==> config.mk <==
export PLATFORM = sky130hd
export DESIGN_NAME = pipe_hazard_ctrl
export DESIGN_NICKNAME = d
export VERILOG_FILES = /design/src/rtl/pipe_hazard_ctrl.sv
export SDC_FILE = /design/constraint.sdc
export NUM_CORES = 1
export LEC_CHECK = 0
export BUFFER_PORTS_ARGS = -buffer_cell sky130_fd_sc_hd__buf_2
export CELL_PAD_IN_SITES_DETAIL_PLACEMENT = 1
export CELL_PAD_IN_SITES_GLOBAL_PLACEMENT = 1
export CORE_UTILIZATION = 43
export CTS_CLUSTER_SIZE = 14
export DETAILED_ROUTE_END_ITERATION = 10
export GPL_TIMING_DRIVEN = 0
export PLACE_DENSITY = 0.86
export SETUP_SLACK_MARGIN = 0.4
export SLEW_MARGIN = 20
export SYNTH_ARGS = -nofsm -noshare
export SYNTH_HDL_FRONTEND = slang
export SYNTH_SLANG_ARGS = --single-unit
==> constraint.sdc <==
create_clock -name clk_i -period 2.49 [get_ports clk_i]
set_input_delay 0.249 -clock clk_i [delete_from_list [all_inputs] [get_ports clk_i]]
set_output_delay 0.249 -clock clk_i [all_outputs]
set_load 0.03 [all_outputs]
==> src/rtl/pipe_hazard_ctrl.sv <==
// Stall/flush sequencer for the 5-stage pipeline: post-reset drain, load-use stalls,
// ID-resolved branch flushes, data-memory waits with timeout, and saturating counters.
module pipe_hazard_ctrl #(
    parameter int INIT_CYCLES = 4,
    parameter int MEM_TIMEOUT = 64,
    parameter int CNT_W       = 16
) (
    input  logic             clk_i,
    input  logic             rst_i,
    input  logic [4:0]       id_rs1_i,
    input  logic [4:0]       id_rs2_i,
    input  logic             id_uses_rs1_i,
    input  logic             id_uses_rs2_i,
    input  logic [4:0]       ex_rsd_i,
    input  logic             ex_memread_i,
    input  logic             ex_valid_i,
    input  logic             branch_taken_i,
    input  logic             dmem_busy_i,
    output logic             pc_write_o,
    output logic             ifid_write_o,
    output logic             ifid_flush_o,
    output logic             idex_bubble_o,
    output logic             pipe_hold_o,
    output logic             err_o,
    output logic [CNT_W-1:0] stall_cnt_o,
    output logic [CNT_W-1:0] flush_cnt_o
);

    typedef enum logic [1:0] {
        ST_INIT     = 2'd0,
        ST_RUN      = 2'd1,
        ST_MEM_WAIT = 2'd2,
        ST_ERR      = 2'd3
    } state_t;

    state_t            state_q, state_d;
    logic [7:0]        init_cnt_q, init_cnt_d;
    logic [15:0]       wait_cnt_q, wait_cnt_d;
    logic [CNT_W-1:0]  stall_cnt_q, flush_cnt_q;
    logic              stall_inc, flush_inc;
    logic              lu;
    logic              wait_expired;

    assign lu = ex_valid_i & ex_memread_i & (ex_rsd_i != 5'd0) &
                ((id_uses_rs1_i & (id_rs1_i == ex_rsd_i)) |
                 (id_uses_rs2_i & (id_rs2_i == ex_rsd_i)));

    // Widened by one bit so wait_cnt+1 cannot wrap before the comparison.
    assign wait_expired = (MEM_TIMEOUT != 0) &&
                          (({1'b0, wait_cnt_q} + 17'd1) >= 17'(MEM_TIMEOUT));

    always_ff @(posedge clk_i or negedge rst_i) begin
        if (!rst_i) begin
            state_q     <= ST_INIT;
            init_cnt_q  <= 8'(INIT_CYCLES - 1);
            wait_cnt_q  <= '0;
            stall_cnt_q <= '0;
            flush_cnt_q <= '0;
        end else begin
            state_q    <= state_d;
            init_cnt_q <= init_cnt_d;
            wait_cnt_q <= wait_cnt_d;
            if (stall_inc && (stall_cnt_q != {CNT_W{1'b1}})) begin
                stall_cnt_q <= stall_cnt_q + 1'b1;
            end
            if (flush_inc && (flush_cnt_q != {CNT_W{1'b1}})) begin
                flush_cnt_q <= flush_cnt_q + 1'b1;
            end
        end
    end

    always_comb begin
        state_d       = state_q;
        init_cnt_d    = init_cnt_q;
        wait_cnt_d    = wait_cnt_q;
        pc_write_o    = 1'b0;
        ifid_write_o  = 1'b0;
        ifid_flush_o  = 1'b0;
        idex_bubble_o = 1'b0;
        pipe_hold_o   = 1'b0;
        err_o         = 1'b0;
        stall_inc     = 1'b0;
        flush_inc     = 1'b0;

        case (state_q)
            ST_INIT: begin
                ifid_write_o  = 1'b1;
                ifid_flush_o  = 1'b1;
                idex_bubble_o = 1'b1;
                if (init_cnt_q == 8'd0) begin
                    state_d = ST_RUN;
                end else begin
                    init_cnt_d = init_cnt_q - 8'd1;
                end
            end

            ST_RUN, ST_MEM_WAIT: begin
                if (dmem_busy_i) begin
                    pipe_hold_o = 1'b1;
                    if (state_q == ST_RUN) begin
                        wait_cnt_d = 16'd1;
                        state_d    = (MEM_TIMEOUT == 1) ? ST_ERR : ST_MEM_WAIT;
                    end else if (wait_expired) begin
                        state_d = ST_ERR;
                    end else begin
                        wait_cnt_d = wait_cnt_q + 16'd1;
                    end
                end else begin
                    // Memory ready: the normal hazard decision applies in this same cycle.
                    state_d    = ST_RUN;
                    wait_cnt_d = 16'd0;
                    if (lu) begin
                        idex_bubble_o = 1'b1;
                        stall_inc     = 1'b1;
                    end else if (branch_taken_i) begin
                        pc_write_o   = 1'b1;
                        ifid_write_o = 1'b1;
                        ifid_flush_o = 1'b1;
                        flush_inc    = 1'b1;
                    end else begin
                        pc_write_o   = 1'b1;
                        ifid_write_o = 1'b1;
                    end
                end
            end

            ST_ERR: begin
                pipe_hold_o = 1'b1;
                err_o       = 1'b1;
            end

            default: begin
                state_d = ST_ERR;
            end
        endcase
    end

    assign stall_cnt_o = stall_cnt_q;
    assign flush_cnt_o = flush_cnt_q;

endmodule
Yosys cells after proc, flatten, opt, wreduce, memory -nomap -nowiden
Cells that the tools add are included.
{"block": "totals", "out_inout_bits": 38, "inputBits": 23, "register_bits": 58, "word_cells": 62}
{"block": "op_classes", "reduce_logical": 10, "muxes": 24, "eq_ne": 10, "bitwise": 7, "add_sub_neg": 5, "n_lt_le_gt_ge": 1}
{"cell": "$add A16 B1 Y16 const B", "n": 3}
{"cell": "$mux W16", "n": 3}
{"cell": "$ne A16 B16 Y1 const B", "n": 2}
{"cell": "$add A16 B1 Y17 const B", "n": 1}
{"cell": "$ge A17 B7 Y1 const B", "n": 1}
{"cell": "$mux W1", "n": 12}
{"cell": "$eq A5 B5 Y1", "n": 2}
{"cell": "$logic_not A8 Y1", "n": 1}
{"cell": "$mux W2", "n": 4}
{"cell": "$pmux W1 S2", "n": 4}
{"cell": "$sub A8 B1 Y8 const B", "n": 1}
{"cell": "$and A1 B1 Y1", "n": 5}
{"cell": "$reduce_bool A5 Y1", "n": 1}
{"cell": "$eq A2 B2 Y1 const B", "n": 2}
{"cell": "$ne A4 B4 Y1 const B", "n": 1}
{"cell": "$pmux W2 S2", "n": 1}
{"cell": "$reduce_and A2 Y1", "n": 2}
{"cell": "$ne A3 B2 Y1 const B", "n": 1}
{"cell": "$reduce_and A3 Y1", "n": 1}
{"cell": "$eq A2 B1 Y1 const B", "n": 1}
{"cell": "$logic_and A1 B1 Y1", "n": 2}
{"cell": "$logic_not A2 Y1", "n": 1}
{"cell": "$ne A2 B2 Y1 const B", "n": 1}
{"cell": "$reduce_bool A2 Y1", "n": 1}
{"cell": "3 further kinds", "n": 3}

Depth between registers and ports, before layout
{"block": "depth", "word_depth": 8, "mapped_depth": 8}

Least setup slack after synthesis
Ideal clock, no wire load.
{"block": "synth_path", "path_type": "flip-flop to output port", "from": "register state_q[1]", "to": "output ifid_write_o", "slack_ns": 0.127, "t_arrival_ns": 2.114, "stages_incl_launch_ff": 8, "required_ns": 2.241, "path_cell_list": "dfrtp_1 > inv_1 > ha_1 > clkbuf_1 > nand2_1 > a21oi_1 > nor2_1 > nor2_1"}
{"block": "synth_between", "elab_chain_cells": 3, "word_cells_on_any_way": 5, "cone_classes": "eq/ne: 2; mux: 1; reduce/logical: 2"}
{"item": "start, declared", "line": "36", "source": "state_t state_q, state_d;"}
{"item": "start signal, assigned", "line": "60", "source": "state_q <= state_d;"}
{"item": "$eq A2 B1 Y1 or $eq A2 B2 Y1 (tied branches)", "line": "85", "source": "case (state_q)"}
{"item": "$reduce_or A2 Y1", "line": "85"}
{"item": "$pmux W1 S2 (*)", "line": "85"}
{"item": "end, declared", "line": "20", "source": "output logic ifid_write_o,"}
Mark *: on every way between the ends. The rest lies on a longest branch, timed or not.

Worst setup path in the final report
{"block": "layout_path", "from": "register wait_cnt_q[0]", "to": "register state_q[1]"}
{"block": "layout_between", "elab_chain_cells": 4}
{"item": "start, declared", "line": "38", "source": "logic [15:0] wait_cnt_q, wait_cnt_d;"}
{"item": "start signal, assigned", "line": "62", "source": "wait_cnt_q <= wait_cnt_d;"}
{"item": "$add A16 B1 Y17", "line": "50", "source": "(({1'b0, wait_cnt_q} + 17'd1) >= 17'(MEM_TIMEOUT));"}
{"item": "$ge A17 B7 Y1", "line": "50"}
{"item": "$ne A4 B4 Y1 (no source line)"}
{"item": "$reduce_and A3 Y1 (no source line)"}
Every way passes these cells.
A chain may end at the register's enable or synchronous reset.

==> flow_summary.toml <==
[status]
status = "complete, no violations"

[sta]
fin_worst_skew_ns = 0.00644
rsz0062_at_grt = "true"
holdWs_ns = 0.360
relSlewSlack_pct = 49.2
setup_tns_ns = 0
hold_viol = 0
fin_crit_sh_pct = 94.8
fmax_mhz = 423
drv_slew = 0
final-setup-viol-count = 0
tightest_slew_ns = 0.762
worst_slack_ns = 0.128
min_period_ns = 2.36

[global_routing]
grt_max_degree = 59
antenna_found_initial = 0
grt_pass1_wl_mm = 15.7
grt_overflow_total = 0
grt.total_usage_pct = 26.5
grt_pass1_vias = 3137

[routing]
wl_mm = 11.0
routedWlPerCell_um = 21.0
avgViaCountPerCell = 5.79
route.vias.total = 3043
firstDrtPassIters = 4
drt_iter0_drc = 129
antenna_left = 0
drc = 0

[clock_network]
cts_sinks = 58
htree_levels = 3
clkLatencyLatePin_ns = 0.34
cts_buffers = 9
cts_buffer_depth = 2
cts_root_buf = "clkbuf_8"
tritoncts = "done"
clkTransAtPathRegs_ns = 0.07

[cells_and_area]
fin_nets = 456
drive_gt1_share_pct = 36.1
num_antenna_cells = 0
utilization_pct = 60.1
area_growth_pct = 35.4

[synth]
syn-cell-area_um2 = 3220
yosys.area_share.simple_pct = 24.1
ys_ff_latch = 58
syn_nets = 359
synth.area.mux_share_pct = 1.63
ys_types = 52
yosysWarnings = 0
yosysSeqAreaShare_pct = 45.2
synth_top_area_cell = "dfrtp_1"
syn_avg_cell_area_um2 = 9.90
synth_top_family_by_area = "simple AND/OR/NAND/NOR gates"
synth-xor-area-share_pct = 12.5
syn_inst = 325
synth_most_common_cell = "dfrtp_1"
async_flop_share_pct = 100
synth_fa_ha_area_share_pct = 4.28
ys.flop_type = "dfrtp_1"
synth_area_leaders = "dfrtp_1, xnor2_1, xor2_1, ha_1, nand3_1"
synth.top_cells.by_count = "dfrtp_1, xnor2_1, nand3_1"
synth-edff-count = 0
synth_top_area_share_pct = 43.5
synth_compound_area_share_pct = 8.71

[placed_design]
pre_cts_slack_ns = -0.182
port_buffers = 60
gp_congestion = 0.830
place_hpwl_mm = 5.85

[die]
die_y_um = 88.5
core_um2 = 7250
die_area_um2 = 7830
fp-row-count = 31
io_pins = 61
die_w_um = 88.5
initial_utilization_pct = 44.4

[worst_setup_path]
timing.rr.start = "wait_cnt_q[0]"
crit-reg2reg-capture = "state_q[1]"
required_ns = 2.75
crit_start = "wait_cnt_q[0]"
cp_max_fo = 4
cp-start-kind = "flip-flop"
reg2reg_slack_ns = 0.13
reg2reg_depth = 9
critical_path_class = "reg -> reg"
endpoint_kind = "flip-flop"
cp.arrival_ns = 2.62

[worst_hold_path]
hp-start = "dmem_busy_i"
min_path_cells = 3
hp-class = "in -> reg"
whs_endpoint = "state_q[0]"

[power_and_ir_drop]
power.share.sequential_pct = 48.7
p_clk_share_pct = 47.0
switching_share_pct = 24.6
ir_worst_vdd_uv = 227
p_int_mw = 1.46
p_total_mw = 1.93
pwr-share-comb_pct = 4.3
p_leak_nw = 2.08
p_sw_uw = 475
powerDensity_nw_per_um2 = 444

[job]
maxCapViolCount = 0
==> cells in the final DEF (no fill, tap or decap), types with 4 or more instances in the layout <==
cell type and instances:
dfrtp_1 55, xnor2_1 30, buf_2 55, and3_1 7
clkbuf_8 10, nand4_1 17, nand2_1 20, nand3b_1 4
nor2_1 17, ha_1 9, nand3_1 23, a21boi_1 7
xor2_1 16, nor3_4 4, nor3_1 9, buf_4 30
inv_1 17
==> layout make-up <==
cell class | instances | area [um2]
buffer | 8 | 60.1
timing repair buffer | 85 | 510
fill | 825 | 2900
tap | 99 | 124
clock buffer | 11 | 141
multi-input combinational | 241 | 1940
sequential | 58 | 1460
inverter | 19 | 71.3
clock inverter | 5 | 53.8
==> metrics by stage <==
stage          area (um2)  std cells
3_5_place_dp         3690        484
5_1_grt              4360        526
6_report             4360        526
3_3_place_gp         3680        484
4_1_cts              4170        518
2_1_floorplan        3250        325
==> worst max-delay path, cell delays in order (launching register included) <==
cell and delay, ns:
dfrtp_2 0.45, ha_4 0.17, nand4_1 0.18, buf_4 0.18
mux2i_1 0.19, and3_4 0.21, o221ai_4 0.12, buf_4 0.16
or4_1 0.52, o221ai_2 0.09
==> state kept, by name, indices dropped and copies added (netlist names) <==
| register | flops |
|---|---|
| init_cnt_q | 8 |
| stall_cnt_o | 16 |
| wait_cnt_q | 16 |
| state_q | 2 |
| flush_cnt_o | 16 |
==> worst max-delay path by stage <==
stage                      end  slack (ns)  cells past startpoint
2_1_floorplan  stall_cnt_o[10]        0.38                      7
3_3_place_gp    stall_cnt_o[8]       -0.09                      7
3_5_place_dp    wait_cnt_q[12]       -0.18                      8
4_1_cts          wait_cnt_q[4]        0.20                      8
5_1_grt             state_q[1]         0.1                      9
6_report            state_q[1]        0.13                      9
==> power by group through the flow <==
stage / sequential, mW / clock [mW] / combinational, mW
final: 0.942 / 0.908 / 0.0836
after global routing: 0.941 / 0.959 / 0.0907
after CTS: 0.942 / 0.904 / 0.0778
after detailed placement: 0.960 / 0 / 0.0726
after global placement: 0.960 / 0 / 0.0701
after floorplan: 0.960 / 0 / 0.0249
==> cells by family (layout without fill, tap and decap cells) <==
group,after synthesis,count (layout)
muxes,5,5
DFF,58,58
buffers and inverters,27,128
xor gates and xnor gates,46,46
and+or+nand+nor,142,142
AOI/OAI and AO/OA,36,37
adders and majority gates,11,11
==> per-layer routing <==
layer | wire, um | vias to the layer above | global-route usage, %
li1 | - | 1362 | -
met5 | 0 | - | 0
met2 | 6060 | 82 | 49.0
met4 | 198 | 0 | 9.82
met3 | 406 | 19 | 5.13
met1 | 4360 | 1580 | 30.1
==> what timing repair did <==
action | in CTS | in global routing
cloned | 1 | 0
endpoints found under the setup margin | 55 | 52
hold buffers | 1 | 0
resized for setup | 44 | 28
pin swaps | 15 | 7
setup buffers | 16 | 8
hold endpoints to repair | 34 | 0
Note: power is estimated with default switching activity, not from simulation.
